--- config.mk ---
export PLATFORM = sky130hd
export DESIGN_NAME = video_ram_write_arbiter
export DESIGN_NICKNAME = d
export VERILOG_FILES = /design/src/rtl/video_ram_write_arbiter_pkg.sv /design/src/rtl/video_write_fifo.sv /design/src/rtl/video_ram_write_arbiter.sv
export SDC_FILE = /design/constraint.sdc
export NUM_CORES = 1
export LEC_CHECK = 0
export ABC_AREA = 1
export BUFFER_PORTS_ARGS = -buffer_cell sky130_fd_sc_hd__buf_4
export CAP_MARGIN = 20
export CORE_ASPECT_RATIO = 2
export CORE_MARGIN = 4
export CORE_UTILIZATION = 52
export CTS_CLUSTER_SIZE = 30
export DETAILED_ROUTE_END_ITERATION = 7
export MAX_ROUTING_LAYER = met4
export PLACE_DENSITY = 0.72
export SETUP_SLACK_MARGIN = 0.4
export SLEW_MARGIN = 10
export SYNTH_ARGS = -nofsm -noshare
export SYNTH_HDL_FRONTEND = slang
export SYNTH_HIERARCHICAL = 1
export SYNTH_SLANG_ARGS = --single-unit
--- constraint.sdc ---
create_clock -name Clock -period 4.6 [get_ports Clock]
set_input_delay 0.92 -clock Clock [delete_from_list [all_inputs] [get_ports Clock]]
set_output_delay 0.92 -clock Clock [all_outputs]
set_load 0.005 [all_outputs]
--- src/rtl/video_ram_write_arbiter_pkg.sv ---
// Shared constants and types for the video RAM write path.
package video_ram_write_arbiter_pkg;

    typedef enum logic [1:0] {
        StIdle  = 2'd0,
        StDrain = 2'd1,
        StClear = 2'd2
    } arb_state_e;

    localparam int unsigned FifoDepth      = 4;
    localparam int unsigned FifoPtrWidth   = $clog2(FifoDepth);
    localparam int unsigned FifoCountWidth = FifoPtrWidth + 1;

endpackage

--- src/rtl/video_write_fifo.sv ---
// Four-entry {address, data} CPU write buffer with single-cycle push and pop.
module video_write_fifo
    import video_ram_write_arbiter_pkg::*;
#(
    parameter int unsigned DATA_WIDTH = 16,
    parameter int unsigned ADDR_WIDTH = 8
) (
    input  logic                  clk,
    input  logic                  rst_n,
    input  logic                  push,
    input  logic [ADDR_WIDTH-1:0] push_addr,
    input  logic [DATA_WIDTH-1:0] push_data,
    input  logic                  pop,
    output logic                  ready,
    output logic                  empty,
    output logic [ADDR_WIDTH-1:0] head_addr,
    output logic [DATA_WIDTH-1:0] head_data
);

    logic [ADDR_WIDTH-1:0]     addr_mem [FifoDepth];
    logic [DATA_WIDTH-1:0]     data_mem [FifoDepth];
    logic [FifoPtrWidth-1:0]   wr_ptr_q;
    logic [FifoPtrWidth-1:0]   rd_ptr_q;
    logic [FifoCountWidth-1:0] count_q;
    logic                      do_push;
    logic                      do_pop;

    assign empty  = (count_q == '0);
    assign do_pop = pop && !empty;
    // A same-cycle pop frees a slot, so a full buffer can still take a write.
    assign ready   = (count_q != FifoCountWidth'(FifoDepth)) || do_pop;
    assign do_push = push && ready;

    assign head_addr = addr_mem[rd_ptr_q];
    assign head_data = data_mem[rd_ptr_q];

    always_ff @(posedge clk) begin
        if (!rst_n) begin
            wr_ptr_q <= '0;
            rd_ptr_q <= '0;
            count_q  <= '0;
        end else begin
            if (do_push) begin
                wr_ptr_q <= wr_ptr_q + FifoPtrWidth'(1);
            end
            if (do_pop) begin
                rd_ptr_q <= rd_ptr_q + FifoPtrWidth'(1);
            end
            case ({do_push, do_pop})
                2'b10:   count_q <= count_q + FifoCountWidth'(1);
                2'b01:   count_q <= count_q - FifoCountWidth'(1);
                default: count_q <= count_q;
            endcase
        end
    end

    always_ff @(posedge clk) begin
        if (do_push) begin
            addr_mem[wr_ptr_q] <= push_addr;
            data_mem[wr_ptr_q] <= push_data;
        end
    end

endmodule

--- src/rtl/video_ram_write_arbiter.sv ---
// Arbitrates buffered CPU writes and clear-screen sweeps onto the video RAM write port.
module video_ram_write_arbiter
    import video_ram_write_arbiter_pkg::*;
#(
    parameter int unsigned DATA_WIDTH = 16,
    parameter int unsigned ADDR_WIDTH = 8,
    parameter int unsigned MEM_SIZE   = 8
) (
    input  logic                  Clock,
    input  logic                  Reset,
    input  logic                  iCpuWrite,
    input  logic [ADDR_WIDTH-1:0] iCpuAddress,
    input  logic [DATA_WIDTH-1:0] iCpuData,
    output logic                  oCpuReady,
    input  logic                  iClear,
    input  logic [DATA_WIDTH-1:0] iClearColor,
    output logic                  oBusy,
    output logic                  oClearDone,
    output logic                  oRamWriteEnable,
    output logic [ADDR_WIDTH-1:0] oRamWriteAddress,
    output logic [DATA_WIDTH-1:0] oRamDataIn
);

    localparam logic [ADDR_WIDTH-1:0] LastAddr = ADDR_WIDTH'(MEM_SIZE);

    arb_state_e            state_q, state_d;
    logic [ADDR_WIDTH-1:0] clear_addr_q, clear_addr_d;
    logic [DATA_WIDTH-1:0] color_q, color_d;
    logic                  we_q, we_d;
    logic [ADDR_WIDTH-1:0] addr_q, addr_d;
    logic [DATA_WIDTH-1:0] data_q, data_d;
    logic                  last_q, last_d;
    logic                  busy_q, busy_d;
    logic                  done_q;

    logic                  fifo_pop;
    logic                  fifo_empty;
    logic [ADDR_WIDTH-1:0] fifo_addr;
    logic [DATA_WIDTH-1:0] fifo_data;

    video_write_fifo #(
        .DATA_WIDTH (DATA_WIDTH),
        .ADDR_WIDTH (ADDR_WIDTH)
    ) u_fifo (
        .clk       (Clock),
        .rst_n     (Reset),
        .push      (iCpuWrite),
        .push_addr (iCpuAddress),
        .push_data (iCpuData),
        .pop       (fifo_pop),
        .ready     (oCpuReady),
        .empty     (fifo_empty),
        .head_addr (fifo_addr),
        .head_data (fifo_data)
    );

    always_comb begin
        state_d      = state_q;
        clear_addr_d = clear_addr_q;
        color_d      = color_q;
        we_d         = 1'b0;
        addr_d       = addr_q;
        data_d       = data_q;
        last_d       = 1'b0;
        fifo_pop     = 1'b0;

        case (state_q)
            StIdle: begin
                if (iClear) begin
                    state_d      = StClear;
                    clear_addr_d = '0;
                    color_d      = iClearColor;
                end else if (!fifo_empty) begin
                    state_d = StDrain;
                end
            end
            StDrain: begin
                if (!fifo_empty) begin
                    fifo_pop = 1'b1;
                    we_d     = 1'b1;
                    addr_d   = fifo_addr;
                    data_d   = fifo_data;
                end
                // The pop above still completes when a clear arrives.
                if (iClear) begin
                    state_d      = StClear;
                    clear_addr_d = '0;
                    color_d      = iClearColor;
                end else if (fifo_empty) begin
                    state_d = StIdle;
                end
            end
            StClear: begin
                we_d   = 1'b1;
                addr_d = clear_addr_q;
                data_d = color_q;
                if (clear_addr_q == LastAddr) begin
                    state_d = StIdle;
                    last_d  = 1'b1;
                end else begin
                    clear_addr_d = clear_addr_q + ADDR_WIDTH'(1);
                end
            end
            default: state_d = StIdle;
        endcase
    end

    // Busy spans the sweep's write outputs and drops together with the done pulse.
    always_comb begin
        busy_d = busy_q;
        if (state_q != StClear && state_d == StClear) begin
            busy_d = 1'b1;
        end else if (last_q) begin
            busy_d = 1'b0;
        end
    end

    always_ff @(posedge Clock) begin
        if (!Reset) begin
            state_q      <= StIdle;
            clear_addr_q <= '0;
            color_q      <= '0;
            we_q         <= 1'b0;
            addr_q       <= '0;
            data_q       <= '0;
            last_q       <= 1'b0;
            busy_q       <= 1'b0;
            done_q       <= 1'b0;
        end else begin
            state_q      <= state_d;
            clear_addr_q <= clear_addr_d;
            color_q      <= color_d;
            we_q         <= we_d;
            addr_q       <= addr_d;
            data_q       <= data_d;
            last_q       <= last_d;
            busy_q       <= busy_d;
            done_q       <= last_q;
        end
    end

    assign oRamWriteEnable  = we_q;
    assign oRamWriteAddress = addr_q;
    assign oRamDataIn       = data_q;
    assign oBusy            = busy_q;
    assign oClearDone       = done_q;

endmodule

**Word level (Yosys, flattened, before mapping)**

Memory sizes are Yosys's and may differ from the RTL's. A register that Yosys moved wholly into a read port is not among the register bits.
Index checks and enable logic that the tools add are counted.

- Add/sub/neg operators: 5
- Eq/ne operators: 11
- Multiplexer cells: 26
- Reduce and logical (&&, ||, !) cells: 16

Operator list:

| kind | count |
|---|---|
| $pmux W16 S2 | 1 |
| $pmux W8 S2 | 2 |
| $mux W8 | 3 |
| $mux W2 | 9 |
| $mux W16 | 1 |
| $add A8 B1 Y8 const B | 1 |
| $eq A8 B4 Y1 const B | 1 |
| $reduce_bool A2 Y1 | 4 |
| $mux W1 | 7 |
| $eq A2 B2 Y1 const B | 3 |
| $ne A2 B2 Y1 const B | 3 |
| $pmux W2 S3 | 1 |
| $pmux W3 S2 | 1 |
| $reduce_and A2 Y1 | 3 |
| $add A2 B1 Y2 const B | 2 |
| $eq A2 B1 Y1 const B | 2 |
| $add A3 B1 Y3 const B | 1 |
| $logic_and A1 B1 Y1 | 3 |
| $logic_not A3 Y1 | 1 |
| $ne A3 B3 Y1 const B | 1 |
| $reduce_and A3 Y1 | 1 |
| $sub A3 B1 Y3 const B | 1 |
| $logic_not A2 Y1 | 1 |
| $ne A2 B1 Y1 const B | 1 |
| 4 further kinds | 4 |

- Register bits after elaboration: 61
- Memory bits (writable): 96
- Input bits: 44
- Output and inout port bits: 28
- Word-level logic and storage cells: 72
- Memories kept: 2

Memories:

| memory | words | bits a word | rd ports | clocked after memory_dff | write ports | RTL line | text |
|---|---|---|---|---|---|---|---|
| u_fifo.data_mem | 4 | 16 | 1 | 1 | 1 | video_write_fifo.sv:21 | `logic [DATA_WIDTH-1:0] data_mem [FifoDepth];` |
| u_fifo.addr_mem | 4 | 8 | 1 | 1 | 1 | video_write_fifo.sv:20 | `logic [ADDR_WIDTH-1:0] addr_mem [FifoDepth];` |

**Depth between registers and ports, before layout**

Gate-level depths: netlist of run 1.

- Depth after elaboration: 8
- Depth in mapped cells: 15

**Cells and area by module**

Netlist of run 1, hierarchy kept.

Modules (own cells, without submodules):

| module | times used | cells each | area an instance (µm²) | sequential area each (µm²) |
|---|---|---|---|---|
| video_write_fifo | 1 | 298 | 4021.4 | 3062.9 |
| video_ram_write_arbiter | 1 | 313 | 2331.0 | 1081.0 |

**Worst setup path after synthesis of run 1**

No wires, ideal clock.

- Path type: register to register
- Start point: register state_q[1]
- End point: memory u_fifo.addr_mem[0][0], enable pin
- Library setup time: 0.405 ns
- Data arrival time: 2.141 ns
- Required time: 4.195 ns
- Setup slack: 2.055 ns
- Cell stages (with the launch flop): 9
- Path buffers: 0
- Period minus slack after synthesis: 2.545 ns
- Cell sequence: dfxtp_1 inv_1 ha_1 nand2_1 inv_1 inv_1 nand3_2 nand2_2 nor2_1

- Longest elaborated chain between the ends: 7

Ends and longest elaborated chain:

| element | RTL line | text |
|---|---|---|
| from (decl) | video_ram_write_arbiter.sv:26 | `arb_state_e state_q, state_d;` |
| from (signal assigned) | video_ram_write_arbiter.sv:120 | `state_q <= StIdle;` |
| from (signal assigned) | video_ram_write_arbiter.sv:130 | `state_q <= state_d;` |
| $eq A2 B1 Y1 | video_ram_write_arbiter.sv:67 | `case (state_q)` |
| $mux W1 | video_ram_write_arbiter.sv:67 |  |
| named net fifo_pop | video_ram_write_arbiter.sv:36 | `logic fifo_pop;` |
| $logic_and A1 B1 Y1 | video_write_fifo.sv:29 | `assign do_pop = pop && !empty;` |
| $logic_or A1 B1 Y1 | video_write_fifo.sv:31 | `assign ready = (count_q != FifoCountWidth'(FifoDepth)) \|\| do_pop;` |
| named net oCpuReady | video_ram_write_arbiter.sv:14 | `output logic oCpuReady,` |
| $logic_and A1 B1 Y1 | video_write_fifo.sv:32 | `assign do_push = push && ready;` |
| $mux W1 | video_write_fifo.sv:58 | `if (do_push) begin` |
| $mux W1 (implied by the code) | video_write_fifo.sv:59 | `addr_mem[wr_ptr_q] <= push_addr;` |
| to (decl) | video_write_fifo.sv:20 |  |

The timed path passes the listed nets, and every way through them passes these cells.

**Worst setup path after layout of run 1**

- Start point: register state_q[1]
- End point: output oCpuReady

- Longest elaborated chain between the ends: 4

Ends and longest elaborated chain:

| element | RTL line |
|---|---|
| $eq A2 B1 Y1 | video_ram_write_arbiter.sv:67 |
| $mux W1 | video_ram_write_arbiter.sv:67 |
| named net fifo_pop | video_ram_write_arbiter.sv:36 |
| $logic_and A1 B1 Y1 | video_write_fifo.sv:29 |
| $logic_or A1 B1 Y1 | video_write_fifo.sv:31 |
| to (decl) | video_ram_write_arbiter.sv:14 |

The timed path passes the listed nets, and every way through them passes these cells.

==> impl_metrics.csv, run 1 <==
group,metric,value,unit
layout,layout-drive-gt1-share,19.7,%
status,status,"completed",
pwr,p_per_area,460,nW/um2
pwr,ir_worst_vdd,0.000348,V
yosys,synthAdderAreaFrac,2.28,%
sta,rsz0062_at_grt,"false",
clock_network,cts_buffer_depth,2,
yosys,yosysMostFrequentCell,"nor2_1",
yosys,synth_seq_cells,159,
grt,grt.total_usage,21.4,%
sta,clock_skew,0.0109,ns
yosys,synth_edf_count,96,
yosys,syn_avg_cell_area,10.4,um2
yosys,synthSimpleGateAreaFrac,12.9,%
sta,setup-violations-final,0,
yosys,ys_warn_count,6,
clock_network,insertion_delay,0.42,ns
clock_network,cts_hold_buf,0,
placement,io_buffers,71,
placement,gp_congestion,0.924,
setup_path,worstPathMaxFanout,4,
floorplanning,fp.dieH,164,um
yosys,synthArstFlopShare,0,%
layout,synthToLayoutAreaGrowth,19.6,%
clock_network,cts_tree,"done",
layout,postLayoutCellArea,7590,um2
floorplanning,core,11800,um2
yosys,synth_compound_area_share,14.6,%
route,detail-route-antenna-nets,0,
placement,dpl_cell_area,7000,um2
clock_network,cts_num_sinks,159,
layout,fillerInstances,922,
grt,antenna_found_initial,0,
grt,overflow,0,
sta,period_minus_slack,2.73,ns
yosys,synth_cell_type_count,33,
clock_network,numCtsBuffers,17,
route,post_drt_wl_per_cell,16.8,um
setup_path,end_kind,"output port",
yosys,synth-main-ff-cell,"edfxtp_1",
route,drtIter0Drc,239,
sta,worst_pin_slew,0.872,ns
route,firstDrtPassIters,5,
sta,fin_tns_setup,0,ns
yosys,synth_top_area_share,45.4,%
setup_path,crit_type,"register to output port",
floorplanning,die_w,86.2,um
clock_network,cts-root-buf,"clkbuf_16",
floorplanning,rows,56,
yosys,synthXorXnorAreaFrac,0.414,%
clock_network,postCtsResizedCells,0,
worst_hold_path,min_path_cells,2,
setup_path,worstPathArrival,1.81,ns
setup_path,r2r_cells,12,
yosys,ys_seq_area_share,65.2,%
clock_network,ctsHtreeMaxLevel,4,
flow_run,maxCapViolCount,0,
yosys,ys_top_cells_by_count,"nor2_1, edfxtp_1, o21ai_0, nand2_1, dfxtp_1",
yosys,netlist_instances,611,
yosys,synth_top_family_by_area,"compound AO/OA/AOI/OAI gates",
layout,finalNetCount,733,
clock_network,path_clk_slew,0.06,ns
setup_path,cp.required,3.68,ns
yosys,ys_top_cells_by_area,"edfxtp_1, dfxtp_1, o21ai_0, nor2_1, nand2_1",
placement,dp_hpwl,9.35,mm
route,totalWireLength,14.1,mm
route,vias_per_cell,5.48,
sta,finalCritPeriodShare,59.3,%
yosys,yosysTopAreaCell,"edfxtp_1",
yosys,synth_fp_nets,666,
grt,grt_pass1_wl,22.4,mm
floorplanning,start_util,53.6,%
setup_path,critPathLaunchType,"register",
pwr,totalPowerFinal,3.49,mW
grt,grt_pass1_vias,4701,
sta,fmax,367,MHz
floorplanning,ios,72,
route,num_vias,4578,
layout,n_antenna_cell,0,
clock_network,post-cts-setup-buffers,0,
route,drc_errors,0,
sta,slew_viol_final,0,
yosys,synth_mux_area_share,0,%
yosys,mappedNetlistArea,6350,um2
grt,grt_max_degree,52,
floorplanning,die-area,14200,um2
sta,hold_viol,0,
pwr,p_leak,2.94,nW
worst_hold_path,hold_path.class,"register to register",
sta,max_slew_margin,41.8,%
## report_power, final
part	switching [mW]	internal, mW
sequential	0.0517	1.62
clock	0.588	0.816
combinational	0.253	0.164
## flip-flops by register name (all words and copies together) (netlist names), named ones only
| signal | flops |
|---|---|
| u_fifo/data_mem | 64 |
| u_fifo/addr_mem | 32 |
| color_q | 16 |
| oRamDataIn | 16 |
| clear_addr_q | 8 |
| oRamWriteAddress | 8 |
| u_fifo/count_q | 3 |
| state_q | 2 |
| u_fifo/rd_ptr_q | 2 |
| u_fifo/wr_ptr_q | 2 |
| last_q | 1 |
| oBusy | 1 |
| oClearDone | 1 |
| oRamWriteEnable | 1 |
## logic make-up (layout without fill, tap and decap cells)
family / after synthesis / in the layout
xor gates and xnor gates: 3 / 3
buffers and inverters: 70 / 150
and+or+nand+nor: 201 / 201
AOI/OAI and AO/OA: 167 / 167
DFF: 159 / 159
adders and majority gates: 11 / 11
## worst paths after layout
| kind | slack [ns] | to | start |
|---|---|---|---|
| worst max-delay path | 1.87 | oCpuReady | state_q[1] |
| worst min-delay path | 0.45 | oClearDone | last_q |
| worst max register to register | 2.26 | u_fifo/count_q[2] | state_q[1] |
| worst min register to register | 0.45 | oClearDone | last_q |
## stage by stage
stage          cells  setup slack [ns]  utilization (%)  hold WS, ns
6_report         836              1.87             64.1        0.449
3_5_place_dp     804              2.31             59.1        0.427
2_1_floorplan    611              2.05                -        0.407
3_3_place_gp     804              2.39             59.1        0.416
5_1_grt          836              1.76             64.1        0.467
4_1_cts          836              1.87             64.1        0.437
## placed cells by master, fill, tap and decap left out, drive strengths merged
master,synthesis,final
nor2,115,115
o21ai,103,103
edfxtp,96,96
buf,15,78
nand2,69,69
dfxtp,63,63
inv,40,47
o22ai,24,24
a31oi,23,23
clkbuf,15,17
a21oi,15,15
nand3,13,13
ha,10,10
clkinv,0,5
nor3,2,2
o21bai,2,2
xor2,2,2
bufinv,0,2
and3,1,1
xnor2,1,1
clkinvlp,0,1
nand4,1,1
fa,1,1
## layout make-up
| class | instances | area [um2] | share of cell area, % |
|---|---|---|---|
| Multi-Input combinational cell | 382 | 1940 | 25.5 |
| Tap cell | 145 | 181 | 2.39 |
| Timing Repair Buffer | 78 | 586 | 7.71 |
| Clock buffer | 17 | 425 | 5.60 |
| Inverter | 40 | 150 | 1.98 |
| Sequential cell | 159 | 4140 | 54.6 |
| Clock inverter | 15 | 173 | 2.27 |
## layer usage
layer	part of all wire (%)	wire length (um)	up-vias	track usage, %
li1	-	-	2261	-
met1	38	5420	2165	22.4
met2	55	7700	119	37.7
met3	4.1	579	33	3.66
met4	2.7	385	0	11.0
met5	0	0	-	-
## worst max-delay path, stage by stage, from the launching register on
cell and delay (ns):
dfxtp_1 0.37, inv_1 0.09, ha_1 0.26, nand2_1 0.17
inv_1 0.09, inv_1 0.14, nand3_2 0.12, buf_4 0.15
(Power assumes the default switching activity.)
==> run 2: changes to the inputs <==
Settings changed: ABC_AREA 1 to 0.
Clock period 4.6 ns to 2.85 ns, I/O delays scaled along.
==> run 2 against run 1 <==
Compared with the run above:
- critical path depth fell by 1
- hold slack got worse by 0.10 ns
- highest routed layer unchanged
- total power up 53%
- first-iteration DRC count fell by 11%
- clock power increased by 53%
- via count shrank 15%
- sequential cell count is the same
- sequential share of layout area down 1.1 points
- global-route usage is 2.0 points lower
==> impl_metrics.csv, run 2 <==
group,metric,value,unit
status,status,"completed",
layout,layout-drive-gt1-share,28.7,%
route,totalWireLength,12.6,mm
placement,dp_hpwl,8.85,mm
layout,reg.largest.list,"u_fifo/data_mem: 64 flops, u_fifo/addr_mem: 32 flops",
pwr,switching_share,23.7,%
floorplanning,die_w,87.0,um
yosys,synth_top_family_by_area,"multiplexers",
sta,finalCritPeriodShare,81.2,%
yosys,syn_avg_cell_area,14.3,um2
worst_hold_path,hold_path.class,"input port to register",
clock_network,cts_tree,"done",
route,post_drt_wl_per_cell,18.3,um
clock_network,path_clk_slew,0.06,ns
yosys,ys_top_cells_by_count,"edfxtp_1, dfxtp_1, nand2_1, o211a_1",
grt,grt.total_usage,19.4,%
floorplanning,ios,72,
sta,max_slew_margin,51.8,%
sta,hold_viol,0,
yosys,synthSimpleGateAreaFrac,8.21,%
yosys,synth_compound_area_share,9.45,%
setup_path,cp_top_family,"simple AND/OR/NAND/NOR gates",
yosys,yosysMostFrequentCell,"edfxtp_1",
route,detail-route-antenna-nets,0,
setup_path,worstPathMaxFanout,7,
setup_path,worstPathArrival,1.74,ns
placement,gp_congestion,0.818,
clock_network,cts_buffer_depth,2,
grt,antenna_found_initial,0,
floorplanning,start_util,53.2,%
sta,setup-violations-final,0,
flow_run,maxCapViolCount,0,
pwr,p_leak,3.03,nW
layout,largest_register_ffs,64,
yosys,synthXorXnorAreaFrac,0.945,%
floorplanning,rows,57,
setup_path,end_kind,"output port",
yosys,synth_seq_cells,159,
setup_path,cp.required,2.28,ns
setup_path,reg2reg_slack,0.56,ns
pwr,p_per_area,688,nW/um2
sta,clock_skew,0.0112,ns
yosys,ys_seq_area_share,63.9,%
layout,layout_commonest_cell,"edfxtp_1",
route,drtIter0Drc,212,
route,firstDrtPassIters,5,
setup_path,crit_type,"register to output port",
placement,io_buffers,71,
clock_network,cts-root-buf,"clkbuf_16",
yosys,synth_fp_nets,510,
clock_network,numCtsBuffers,17,
sta,fin_tns_setup,0,ns
sta,period_minus_slack,2.31,ns
setup_path,slowest_stage,"dfxtp_2",
sta,worst_pin_slew,0.716,ns
yosys,netlist_instances,455,
yosys,ys_top_cells_by_area,"edfxtp_1, dfxtp_1, mux4_2, o211a_1, mux2i_1",
setup_path,critPathLaunchType,"register",
yosys,synthArstFlopShare,0,%
floorplanning,fp.dieH,166,um
yosys,synth-main-ff-cell,"edfxtp_1",
yosys,synth_top_area_share,44.4,%
pwr,p_int,4.07,mW
yosys,synthAdderAreaFrac,2.24,%
route,vias_per_cell,5.69,
sta,rsz0062_at_grt,"false",
pwr,totalPowerFinal,5.34,mW
clock_network,cts_num_sinks,159,
layout,final_cell_mix,"edfxtp_1, buf_4, dfxtp_1, nand2_1, o211a_1",
yosys,synth_mux_area_share,12.2,%
layout,n_antenna_cell,0,
pwr,ir_worst_vdd,0.000719,V
grt,grt_max_degree,52,
pwr,sequentialPowerShare,49.5,%
pwr,power.switching,1.26,mW
route,drc_errors,0,
setup_path,cp.buffers_inverters,3,
yosys,mappedNetlistArea,6490,um2
floorplanning,core,12200,um2
clock_network,insertion_delay,0.42,ns
sta,slew_viol_final,0,
sta,fmax,432,MHz
pwr,clkPwrFrac,40.1,%
clock_network,ctsHtreeMaxLevel,4,
setup_path,slowest_delay,0.35,ns
layout,finalNetCount,583,
layout,top_register,"u_fifo/data_mem",
yosys,ys_warn_count,6,
floorplanning,die-area,14400,um2
yosys,yosysTopAreaCell,"edfxtp_1",
setup_path,crit_chain,"inv_1 -> ha_4 -> nor2b_4 -> nor4b_4 -> inv_2 -> buf_4",
yosys,synth_edf_count,96,
grt,grt_pass1_wl,20.9,mm
grt,overflow,0,
pwr,comb_power_share,10.4,%
grt,grt_pass1_vias,4122,
yosys,synth_cell_type_count,54,
route,num_vias,3912,
layout,synthToLayoutAreaGrowth,19.6,%
## run 2: changes by cell type in the layout (fill, tap and decap cells not counted), sizes merged, moves of 8 or more
cell	previous run	this run
a21boi	0	16
a31oi	23	1
inv	47	21
mux2i	0	24
mux4	0	24
nand2	69	61
nor2	115	13
o211a	0	25
o21ai	103	7
o22ai	24	1
## run 2: cell families (layout without fill, tap and decap cells)
logic type | Yosys count | after routing
AOI/OAI and AO/OA | 76 | 76
DFF | 159 | 159
muxes | 49 | 49
adders and majority gates | 11 | 11
buffers and inverters | 42 | 128
xor gates and xnor gates | 7 | 7
and+or+nand+nor | 111 | 111
## run 2: final cells by class
class / count / area [um2]
clock buffers: 18 / 429
clock inverters: 14 / 139
fillers: 878 / 4440
inverters: 12 / 45.0
multi-input cells: 254 / 2190
flip-flops and latches: 159 / 4150
well taps: 147 / 184
repair buffers: 84 / 631
## run 2: through the flow
step	setup WS (ns)	util [%]	cell area [um2]	hold WS, ns	std cells
after floorplan	0.541	-	6490	0.430	455
after global placement	0.444	58.6	7140	0.440	654
after detailed placement	0.215	58.6	7140	0.446	654
after CTS	0.424	63.6	7750	0.333	688
after global routing	0.409	63.6	7760	0.336	688
final	0.537	63.6	7760	0.349	688
## run 2: worst paths after layout
path | start | end | cells after the start
setup reg to reg | state_q[0] | u_fifo/count_q[2] | 8
hold / removal | iCpuAddress[4] | u_fifo/addr_mem[0][4] | 1
hold reg to reg | last_q | oClearDone | 1
setup / recovery | state_q[1] | oCpuReady | 6
## run 2: per-layer routing
layer	share of wire [%]	GRT usage, %	wire, um	vias up
met5	0	-	0	-
met3	4.0	4.17	501	17
met2	55	32.8	6990	92
li1	-	-	-	1849
met1	39	22.5	4910	1954
met4	1.6	6.45	196	0
## run 2: timing repair
item / 4_1_cts / 5_1_grt
pin swaps: 2 / 1
setup buffers: 2 / 0
resized for setup: 6 / 1
hold buffers: 0 / 0
endpoints found under the setup margin: 3 / 2
## run 2: power by group through the flow
stage	registers, mW	clock network [mW]	logic, mW
5_1_grt	2.65	2.30	0.616
2_1_floorplan	2.67	0	0.319
6_report	2.64	2.14	0.556
4_1_cts	2.64	2.19	0.561
3_3_place_gp	2.68	0	0.541
3_5_place_dp	2.69	0	0.554
